`src/rtl/md5_hasher_pkg.sv`:
```
// Shared types and constants for the md5 string-match command/result path.
// The result-register logic decodes beats with the same beat_t encodings.
package md5_hasher_pkg;

    localparam int MAX_STR_BYTES = 55;
    localparam int CNT_W         = 32;
    localparam int NCH_W         = 8;

    typedef enum logic [3:0] {
        S_IDLE,
        S_START,
        S_GAP,
        S_FEED,
        S_WAIT_DONE,
        S_HDR0,
        S_HDR1,
        S_READ,
        S_EMIT
    } state_t;

    typedef enum logic [1:0] {
        BEAT_HDR0 = 2'd0,
        BEAT_HDR1 = 2'd1,
        BEAT_DATA = 2'd2,
        BEAT_NONE = 2'd3
    } beat_t;

    // str_len is in bits; round up to whole chars, capped at the single-block limit.
    function automatic logic [NCH_W-1:0] calc_nchars(input logic [15:0] str_len,
                                                     input int max_chars);
        logic [16:0] w_bytes;
        w_bytes = ({1'b0, str_len} + 17'd7) >> 3;
        if (int'(w_bytes) > max_chars) return NCH_W'(max_chars);
        return w_bytes[NCH_W-1:0];
    endfunction

endpackage

```
`src/rtl/word_to_byte_unpacker.sv`:
```
// Unpacks 32-bit little-endian-lane words into one byte per cycle, stopping
// after a loaded byte count; surplus bytes of the final word are dropped.
module word_to_byte_unpacker #(
    parameter int CNT_W = 32
) (
    input  logic             clk,
    input  logic             reset,
    input  logic             i_load,
    input  logic [CNT_W-1:0] i_count,
    input  logic             i_enable,
    input  logic [31:0]      s_data,
    input  logic             s_valid,
    output logic             s_ready,
    output logic [7:0]       o_byte,
    output logic             o_byte_valid,
    output logic             o_last
);

    logic [31:0]      r_buf;
    logic [1:0]       r_lane;
    logic             r_full;
    logic [CNT_W-1:0] r_rem;
    logic             w_accept;

    // A word is only taken once the previous one has fully drained.
    assign s_ready      = i_enable && !r_full && (r_rem != '0);
    assign w_accept     = s_valid && s_ready;
    assign o_byte_valid = r_full;
    assign o_byte       = r_full ? r_buf[{r_lane, 3'b000} +: 8] : 8'd0;
    assign o_last       = r_full && (r_rem == CNT_W'(1));

    always_ff @(posedge clk) begin
        if (reset) begin
            r_buf  <= '0;
            r_lane <= '0;
            r_full <= 1'b0;
            r_rem  <= '0;
        end else if (i_load) begin
            r_rem  <= i_count;
            r_lane <= '0;
            r_full <= 1'b0;
        end else if (r_full) begin
            r_rem  <= r_rem - CNT_W'(1);
            r_lane <= r_lane + 2'd1;
            if (r_lane == 2'd3 || o_last) r_full <= 1'b0;
        end else if (w_accept) begin
            r_buf  <= s_data;
            r_lane <= '0;
            r_full <= 1'b1;
        end
    end

endmodule

```
`src/rtl/proc_stream_driver.sv`:
```
// Command-side driver: feeds the match datapath byte-serially, then returns
// match header beats and the packed matched string on a valid/ready stream.
module proc_stream_driver #(
    parameter int MAX_STR_BYTES = md5_hasher_pkg::MAX_STR_BYTES,
    parameter int CNT_W         = md5_hasher_pkg::CNT_W
) (
    input  logic                  clk,
    input  logic                  reset,
    input  logic                  cmd_valid,
    output logic                  cmd_ready,
    input  logic [CNT_W-1:0]      cmd_num_bytes,
    input  logic [15:0]           cmd_str_len,
    input  logic [127:0]          cmd_target_hash,
    input  logic [31:0]           s_data,
    input  logic                  s_valid,
    output logic                  s_ready,
    output logic                  proc_start,
    output logic [CNT_W-1:0]      proc_num_bytes,
    output logic [127:0]          proc_target_hash,
    output logic [15:0]           proc_str_len,
    output logic [7:0]            proc_data,
    output logic                  proc_data_valid,
    output logic                  proc_match_char_next,
    input  logic                  proc_done,
    input  logic                  proc_match,
    input  logic [CNT_W-1:0]      proc_byte_pos,
    input  logic [7:0]            proc_match_char,
    output logic [31:0]           res_data,
    output logic                  res_valid,
    input  logic                  res_ready,
    output logic                  res_last,
    output logic                  busy,
    output md5_hasher_pkg::state_t o_dbg_state
);

    import md5_hasher_pkg::*;

    state_t           r_state;
    state_t           w_next;
    logic [CNT_W-1:0] r_num_bytes;
    logic [127:0]     r_hash;
    logic [15:0]      r_str_len;
    logic [NCH_W-1:0] r_nchars;
    logic             r_match;
    logic [CNT_W-1:0] r_pos;
    logic [31:0]      r_pack;
    logic [NCH_W-1:0] r_idx;

    logic             w_cmd_fire;
    logic             w_byte_last;
    logic             w_hdr_last;
    logic             w_emit_last;
    logic             w_read_done;
    beat_t            w_beat;

    assign w_cmd_fire  = cmd_valid && (r_state == S_IDLE);
    assign w_hdr_last  = !r_match || (r_nchars == '0);
    assign w_emit_last = (r_idx == r_nchars);
    // A pack word closes on its fourth lane or on the final char of the string.
    assign w_read_done = (r_idx[1:0] == 2'd3) || ((r_idx + NCH_W'(1)) == r_nchars);

    word_to_byte_unpacker #(.CNT_W(CNT_W)) u_unpacker (
        .clk          (clk),
        .reset        (reset),
        .i_load       (w_cmd_fire),
        .i_count      (cmd_num_bytes),
        .i_enable     (r_state == S_FEED),
        .s_data       (s_data),
        .s_valid      (s_valid),
        .s_ready      (s_ready),
        .o_byte       (proc_data),
        .o_byte_valid (proc_data_valid),
        .o_last       (w_byte_last)
    );

    always_ff @(posedge clk) begin
        if (reset) r_state <= S_IDLE;
        else       r_state <= w_next;
    end

    always_comb begin
        w_next = r_state;
        case (r_state)
            S_IDLE:      if (cmd_valid) w_next = S_START;
            S_START:     w_next = S_GAP;
            // proc_done may still reflect the previous command here, so it is not looked at.
            S_GAP:       w_next = (r_num_bytes == '0) ? S_WAIT_DONE : S_FEED;
            S_FEED:      if (proc_data_valid && w_byte_last) w_next = S_WAIT_DONE;
            S_WAIT_DONE: if (proc_done) w_next = S_HDR0;
            S_HDR0:      if (res_ready) w_next = S_HDR1;
            S_HDR1:      if (res_ready) w_next = (r_match && r_nchars != '0) ? S_READ : S_IDLE;
            S_READ:      if (w_read_done) w_next = S_EMIT;
            S_EMIT:      if (res_ready) w_next = w_emit_last ? S_IDLE : S_READ;
            default:     w_next = S_IDLE;
        endcase
    end

    always_comb begin
        cmd_ready            = (r_state == S_IDLE);
        busy                 = (r_state != S_IDLE);
        proc_start           = (r_state == S_START);
        proc_match_char_next = (r_state == S_READ);
        w_beat               = BEAT_NONE;
        res_valid            = 1'b0;
        res_last             = 1'b0;
        res_data             = 32'd0;
        case (r_state)
            S_HDR0:  w_beat = BEAT_HDR0;
            S_HDR1:  w_beat = BEAT_HDR1;
            S_EMIT:  w_beat = BEAT_DATA;
            default: w_beat = BEAT_NONE;
        endcase
        case (w_beat)
            BEAT_HDR0: begin
                res_valid = 1'b1;
                res_last  = w_hdr_last;
                res_data  = {31'd0, r_match};
            end
            BEAT_HDR1: begin
                res_valid = 1'b1;
                res_last  = w_hdr_last;
                res_data  = r_pos[31:0];
            end
            BEAT_DATA: begin
                res_valid = 1'b1;
                res_last  = w_emit_last;
                res_data  = r_pack;
            end
            default: ;
        endcase
    end

    always_ff @(posedge clk) begin
        if (reset) begin
            r_num_bytes <= '0;
            r_hash      <= '0;
            r_str_len   <= '0;
            r_nchars    <= '0;
            r_match     <= 1'b0;
            r_pos       <= '0;
            r_pack      <= '0;
            r_idx       <= '0;
        end else begin
            if (w_cmd_fire) begin
                r_num_bytes <= cmd_num_bytes;
                r_hash      <= cmd_target_hash;
                r_str_len   <= cmd_str_len;
                r_nchars    <= calc_nchars(cmd_str_len, MAX_STR_BYTES);
            end
            // Header fields are frozen at completion so beats stay stable under backpressure.
            if (r_state == S_WAIT_DONE && proc_done) begin
                r_match <= proc_match;
                r_pos   <= proc_byte_pos;
            end
            if (r_state == S_HDR1 && res_ready) begin
                r_pack <= '0;
                r_idx  <= '0;
            end
            if (r_state == S_READ) begin
                r_pack[{r_idx[1:0], 3'b000} +: 8] <= proc_match_char;
                r_idx <= r_idx + NCH_W'(1);
            end
            if (r_state == S_EMIT && res_ready) r_pack <= '0;
        end
    end

    assign proc_num_bytes   = r_num_bytes;
    assign proc_target_hash = r_hash;
    assign proc_str_len     = r_str_len;
    assign o_dbg_state      = r_state;

endmodule

```
`config.mk`:
```
export PLATFORM = sky130hd
export DESIGN_NAME = proc_stream_driver
export DESIGN_NICKNAME = d
export VERILOG_FILES = /design/src/rtl/md5_hasher_pkg.sv /design/src/rtl/word_to_byte_unpacker.sv /design/src/rtl/proc_stream_driver.sv
export SDC_FILE = /design/constraint.sdc
export NUM_CORES = 1
export LEC_CHECK = 0
export BUFFER_PORTS_ARGS = -buffer_cell sky130_fd_sc_hd__buf_4
export CAP_MARGIN = 25
export CORE_ASPECT_RATIO = 0.6
export CORE_MARGIN = 8
export CORE_UTILIZATION = 44
export CTS_CLUSTER_DIAMETER = 150
export CTS_CLUSTER_SIZE = 24
export DETAILED_ROUTE_END_ITERATION = 7
export PLACE_DENSITY = 0.84
export SYNTH_ARGS = -nofsm -noshare
export SYNTH_HDL_FRONTEND = slang
export SYNTH_SLANG_ARGS = --single-unit
```
`constraint.sdc`:
```
create_clock -name clk -period 2.6 [get_ports clk]
set_clock_uncertainty 0.15 [all_clocks]
set_input_delay 0 -clock clk [delete_from_list [all_inputs] [get_ports clk]]
set_output_delay 0 -clock clk [all_outputs]
set_load 0.1 [all_outputs]
```
Word-level counts from Yosys, hierarchy flattened
Cells that the tools add are included.
{"block": "word_totals", "register_bits": 328, "latch_bits": 0, "ram_bits": 0, "mem_bits_ro": 0, "input_bits": 255, "output_inout_bits": 228, "word_cells": 111, "memories": 0}
{"block": "op_classes", "addsub": 5, "multipliers": 0, "div_mod_pow": 0, "n_lt_le_gt_ge": 1, "eq_ne": 22, "shifts": 3, "n_mux": 34, "bitwise": 2, "reduce_logical": 31}
{"operator": "$mux W32", "n": 5}
{"operator": "$pmux W32 S3", "n": 1}
{"operator": "$mux W8", "n": 5}
{"operator": "$pmux W4 S9", "n": 1}
{"operator": "$bwmux W32", "n": 1}
{"operator": "$eq A32 B1 Y1 const B", "n": 1}
{"operator": "$logic_not A32 Y1", "n": 1}
{"operator": "$reduce_bool A32 Y1", "n": 1}
{"operator": "$shift A8 B7 Y32 const A", "n": 1}
{"operator": "$shiftx A32 B6 Y8", "n": 1}
{"operator": "$shiftx A8 B7 Y32", "n": 1}
{"operator": "$sub A32 B1 Y32 const B", "n": 1}
{"operator": "$mux W4", "n": 7}
{"operator": "$add A16 B3 Y17 const B", "n": 1}
{"operator": "$eq A4 B3 Y1 const B", "n": 4}
{"operator": "$eq A8 B8 Y1", "n": 2}
{"operator": "$gt A14 B6 Y1 const B", "n": 1}
{"operator": "$ne A2 B2 Y1 const B", "n": 6}
{"operator": "$logic_and A1 B1 Y1", "n": 10}
{"operator": "$mux W3", "n": 3}
{"operator": "$add A8 B1 Y8 const B", "n": 1}
{"operator": "$eq A4 B2 Y1 const B", "n": 2}
{"operator": "$logic_not A8 Y1", "n": 1}
{"operator": "$reduce_bool A8 Y1", "n": 1}
{"operator": "other kinds (22)", "n": 39}

Depth between registers and ports, before layout
{"block": "depth", "ltp_word": 6, "depth_mapped": 10, "ltp_nobuf": 8}

Hierarchy
Synthesis repeated with hierarchy kept, for this count alone.
{"block": "hier_totals", "cells_unflattened": 1650, "area_unflattened_um2": 13696.9}
{"module": "proc_stream_driver", "instances": 1, "cells_per_inst": 1251, "area_per_inst_um2": 10040.9, "seq_area_each_um2": 5225.0}
{"module": "word_to_byte_unpacker", "instances": 1, "cells_per_inst": 399, "area_per_inst_um2": 3656.0, "seq_area_each_um2": 1341.3}

Least setup slack after synthesis
No wires, ideal clock.
{"block": "synth_path", "path_kind": "register -> register", "from": "reg r_state[3], in the netlist o_dbg_state[3]", "to": "reg r_hash[25], in the netlist proc_target_hash[25]", "arrival_ns": 4.005, "t_required_ns": 2.379, "path_slack_ns": -1.626, "stages_incl_launch_ff": 10, "n_path_buf": 3, "synth_period_minus_slack_ns": 4.226, "cell_sequence": "dfxtp_1 clkbuf_1 nor2_1 nand2_1 inv_1 nand2_1 clkbuf_1 clkbuf_1 nand2_1 a21oi_1"}
{"block": "synth_between", "elab_chain_cells": 2}
{"element": "start: declaration", "line": "proc_stream_driver.sv:38", "text": "state_t r_state;"}
{"element": "start signal: assignment", "line": "proc_stream_driver.sv:78", "text": "else r_state <= w_next;"}
{"element": "$logic_not A4 Y1"}
{"element": "named net cmd_ready", "line": "proc_stream_driver.sv:10", "text": "output logic cmd_ready,"}
{"element": "$logic_and A1 B1 Y1", "line": "proc_stream_driver.sv:56", "text": "assign w_cmd_fire = cmd_valid && (r_state == S_IDLE);"}
{"element": "end signal: assignment", "line": "proc_stream_driver.sv:146", "text": "r_hash <= cmd_target_hash;"}
{"element": "end: declaration", "line": "proc_stream_driver.sv:41", "text": "logic [127:0] r_hash;"}
The timed path passes the listed nets, and every way through them passes these cells.
A chain may end at the register's enable or synchronous reset.

Worst setup path after layout
{"block": "layout_path", "from": "reg u_unpacker.r_rem[20]", "to": "out s_ready"}
{"block": "layout_between", "elab_chain_cells": 2}
{"element": "start: declaration", "line": "word_to_byte_unpacker.sv:22", "text": "logic [CNT_W-1:0] r_rem;"}
{"element": "start signal: assignment", "line": "word_to_byte_unpacker.sv:39", "text": "r_rem <= i_count;"}
{"element": "start signal: assignment", "line": "word_to_byte_unpacker.sv:43", "text": "r_rem <= r_rem - CNT_W'(1);"}
{"element": "$reduce_bool A32 Y1", "line": "word_to_byte_unpacker.sv:26", "text": "assign s_ready = i_enable && !r_full && (r_rem != '0);"}
{"element": "$logic_and A1 B1 Y1", "line": "word_to_byte_unpacker.sv:26"}
{"element": "end: declaration", "line": "proc_stream_driver.sv:16", "text": "output logic s_ready,"}
Every way passes these cells.

==> results.cfg <==
[critical_path]
cp_max_fo = 3
rr_worst_depth = 7
crit_arrival_ns = 2.58
critical_path_class = flip-flop to primary output
rr_startpoint = u_unpacker.r_rem[20]
crit_start = u_unpacker.r_rem[20]
reg2reg_slack_ns = -0.12
timing.rr.end = u_unpacker.r_buf[17]
cp-start-kind = flip-flop
endpoint_kind = primary output
cp.required_ns = 2.45
crit_end = s_ready

[clock_tree]
insertion_delay_ns = 0.52
clkTransAtPathRegs_ns = 0.10
htreeDepth = 1
clock-root-buffer = clkbuf_16
cts_buffer_depth = 3
numCtsBuffers = 17
cts_tree = built
tritoncts_num_sinks = 328

[hold_path]
hold_class = input port to flip-flop
min_from = s_valid

[power]
p_leak_nw = 9.289
irDropWorstVdd_uv = 1149
powerDensity_mw_per_mm2 = 1082

[synth]
netlist.area_leader.share_pct = 49.38
synth_area_leaders = dfxtp_1 (49%), nand2_1 (13%), a21oi_1 (9.2%)
synth_top_flop_cell = dfxtp_1
syn_nets = 1885
synth_area_leader_cell = dfxtp_1
yosysSeqAreaShare_pct = 49.38
ys_warn_count = 0
async_flop_share_pct = 0
synth_edf_count = 0
synthesis.instances = 1620
syn-cell-area_mm2 = 0.01330
avgSynthCellArea_um2 = 8.208
ys_ff_latch = 328
synth_cell_types = 60

[sta]
fmax_mhz = 366.1
period_needed_ns = 2.732
finalCritPeriodShare_pct = 105.1
setup_viol = 37
timing.final.ws_setup_ns = -0.1318
slew_headroom_pct = 53.16
final_max_slew_viol_count = 0
rsz0062_at_grt = true
tightest_slew_ns = 0.7026
hold_violations = 0

[route]
drt_wl_total_um = 59510
drcViolationCount = 0
first_iter_violations = 1365
avgViaCountPerCell = 5.593
ant_nets = 0
dr.pass1.iters = 5
vias = 15550
wl_per_cell_um = 21.41

[placement]
portBuffers = 482
dp_slack_ns = -0.009082
gp_congestion = 0.9562
dp_hpwl_um = 36320

[global_routing]
grt_pass1_vias = 15730
grt-ovfl-total = 0
busiest_layer = met2
grt_max_degree = 135
grt_util_met1_pct = 34.30
antenna_found_initial = 6
grt_use_total_pct = 30.25
grt_pass1_wl_um = 87480
met3_usage_pct = 7.331
gr-usage-met2_pct = 52.69

[cells_and_area]
fin_util_pct = 71.14
drive_gt1_share_pct = 25.69
nets = 2628
final_cell_mix = buf_4 (514), nand2_1 (465), dfxtp_1 (320), dlygate4sd3_1 (309), a21oi_1 (243)
layout_commonest_cell = buf_4
areaGrowthSynthToFinish_pct = 59.72

[die]
die-area_mm2 = 0.03622
core_area_mm2 = 0.02986
die_w_um = 240.4
io_pins = 483
die_h_um = 150.7
rows = 49
start_util_pct = 44.54

[status]
violations = setup timing
status = finished, violations left

[flow_run]
max-cap-violations = 0
per-layer routing:
| metal | wire length (um) | share of wire, % | up-vias |
|---|---|---|---|
| met4 | 3314 | 5.6 | 0 |
| met2 | 29120 | 49 | 968 |
| met1 | 21800 | 37 | 7368 |
| met3 | 5277 | 8.9 | 248 |
| met5 | 0 | 0 | - |
| li1 | - | - | 6965 |
area by class of cell:
class                   instances  area (um^2)
diodes                          9        22.52
fillers                      2013         8618
well taps                     408        510.5
inverters                      12        50.05
flip-flops and latches        328         6586
repair buffers                840         7287
multi-input cells            1164         6345
clock inverters                 1        8.758
clock buffers                  18        429.2
worst min-delay path by stage:
stage,to,depth (start not counted)
after CTS,u_unpacker.o_byte_valid,5
after global placement,u_unpacker.r_buf[7],3
after floorplan,r_pos[10],2
after detailed placement,u_unpacker.r_buf[2],3
final,u_unpacker.o_byte_valid,5
after global routing,u_unpacker.o_byte_valid,5
cell usage after synthesis (4+ instances only):
cell type    n
a22oi_1     32
or3_1        6
o21ai_0     16
and3_1       8
ha_1        10
nor2b_1      4
mux2i_1     34
xnor2_1     20
buf_1        4
nand2_1    468
dfxtp_1    328
a21oi_1    244
nand2b_1     4
inv_1       11
a31oi_1      5
or4_1        6
nor3_1      21
and2_1      10
a211oi_1    12
mux4_2       8
a22o_1      33
nand3_1     16
xor2_1      25
nor2_1     106
nand4_1      6
nor4_1      24
clkbuf_1   107
state kept, by name, indices dropped and copies added, names as in the netlist:
| register | count |
|---|---|
| proc_num_bytes | 32 |
| u_unpacker.r_lane | 2 |
| u_unpacker.r_rem | 32 |
| proc_str_len | 16 |
| u_unpacker.r_buf | 32 |
| u_unpacker.o_byte_valid | 1 |
| o_dbg_state | 4 |
| r_pack | 32 |
| proc_target_hash | 128 |
| r_idx | 8 |
| r_match | 1 |
| r_nchars | 8 |
| r_pos | 32 |
logic make-up after synthesis:
kind of cell	after synthesis	synth area share (%)
multiplexers	45	4.168
buffers and inverters	130	4.168
AO/OA/AOI/OAI	368	16.42
adder cells (fa/ha/maj)	10	0.9409
XOR/XNOR	45	2.964
flip-flops	328	49.38
AND/OR/NAND/NOR	694	21.96
through the flow:
step                hold WS, ns  std cells  power, W  setup TNS [ns]  area (um^2)
floorplan              -0.01404       1620   0.01616          -32.03        13690
global placement        0.08016       2434   0.01863               0        17430
detailed placement      0.09244       2434   0.01884        -0.02205        17430
CTS                    0.004502       2763   0.02216         -0.7423        21020
global route            0.03733       2777   0.02374          -4.815        21230
finish                  0.03780       2780   0.02299          -1.864        21240
power breakdown:
part	internal (W)	switching, W
Clock	0.00120	0.00170
Sequential	0.00605	0.000874
Combinational	0.00336	0.00980
critical path, stage by stage (launching register included):
cell,delay [ns]
dfxtp_2,0.35
or4_4,0.54
or4_4,0.45
nor4b_4,0.28
buf_4,0.19
a21oi_2,0.07
buf_12,0.17
repair_timing:
item / CTS / global route
resized for setup: 10 / 28
setup endpoints to repair: 28 / 86
pin swaps: 1 / 1
hold endpoints to repair: 321 / 0
cloned: 1 / 3
hold buffers: 309 / 0
setup buffers: 0 / 5
No activity file was read; power rests on OpenSTA's default activity.
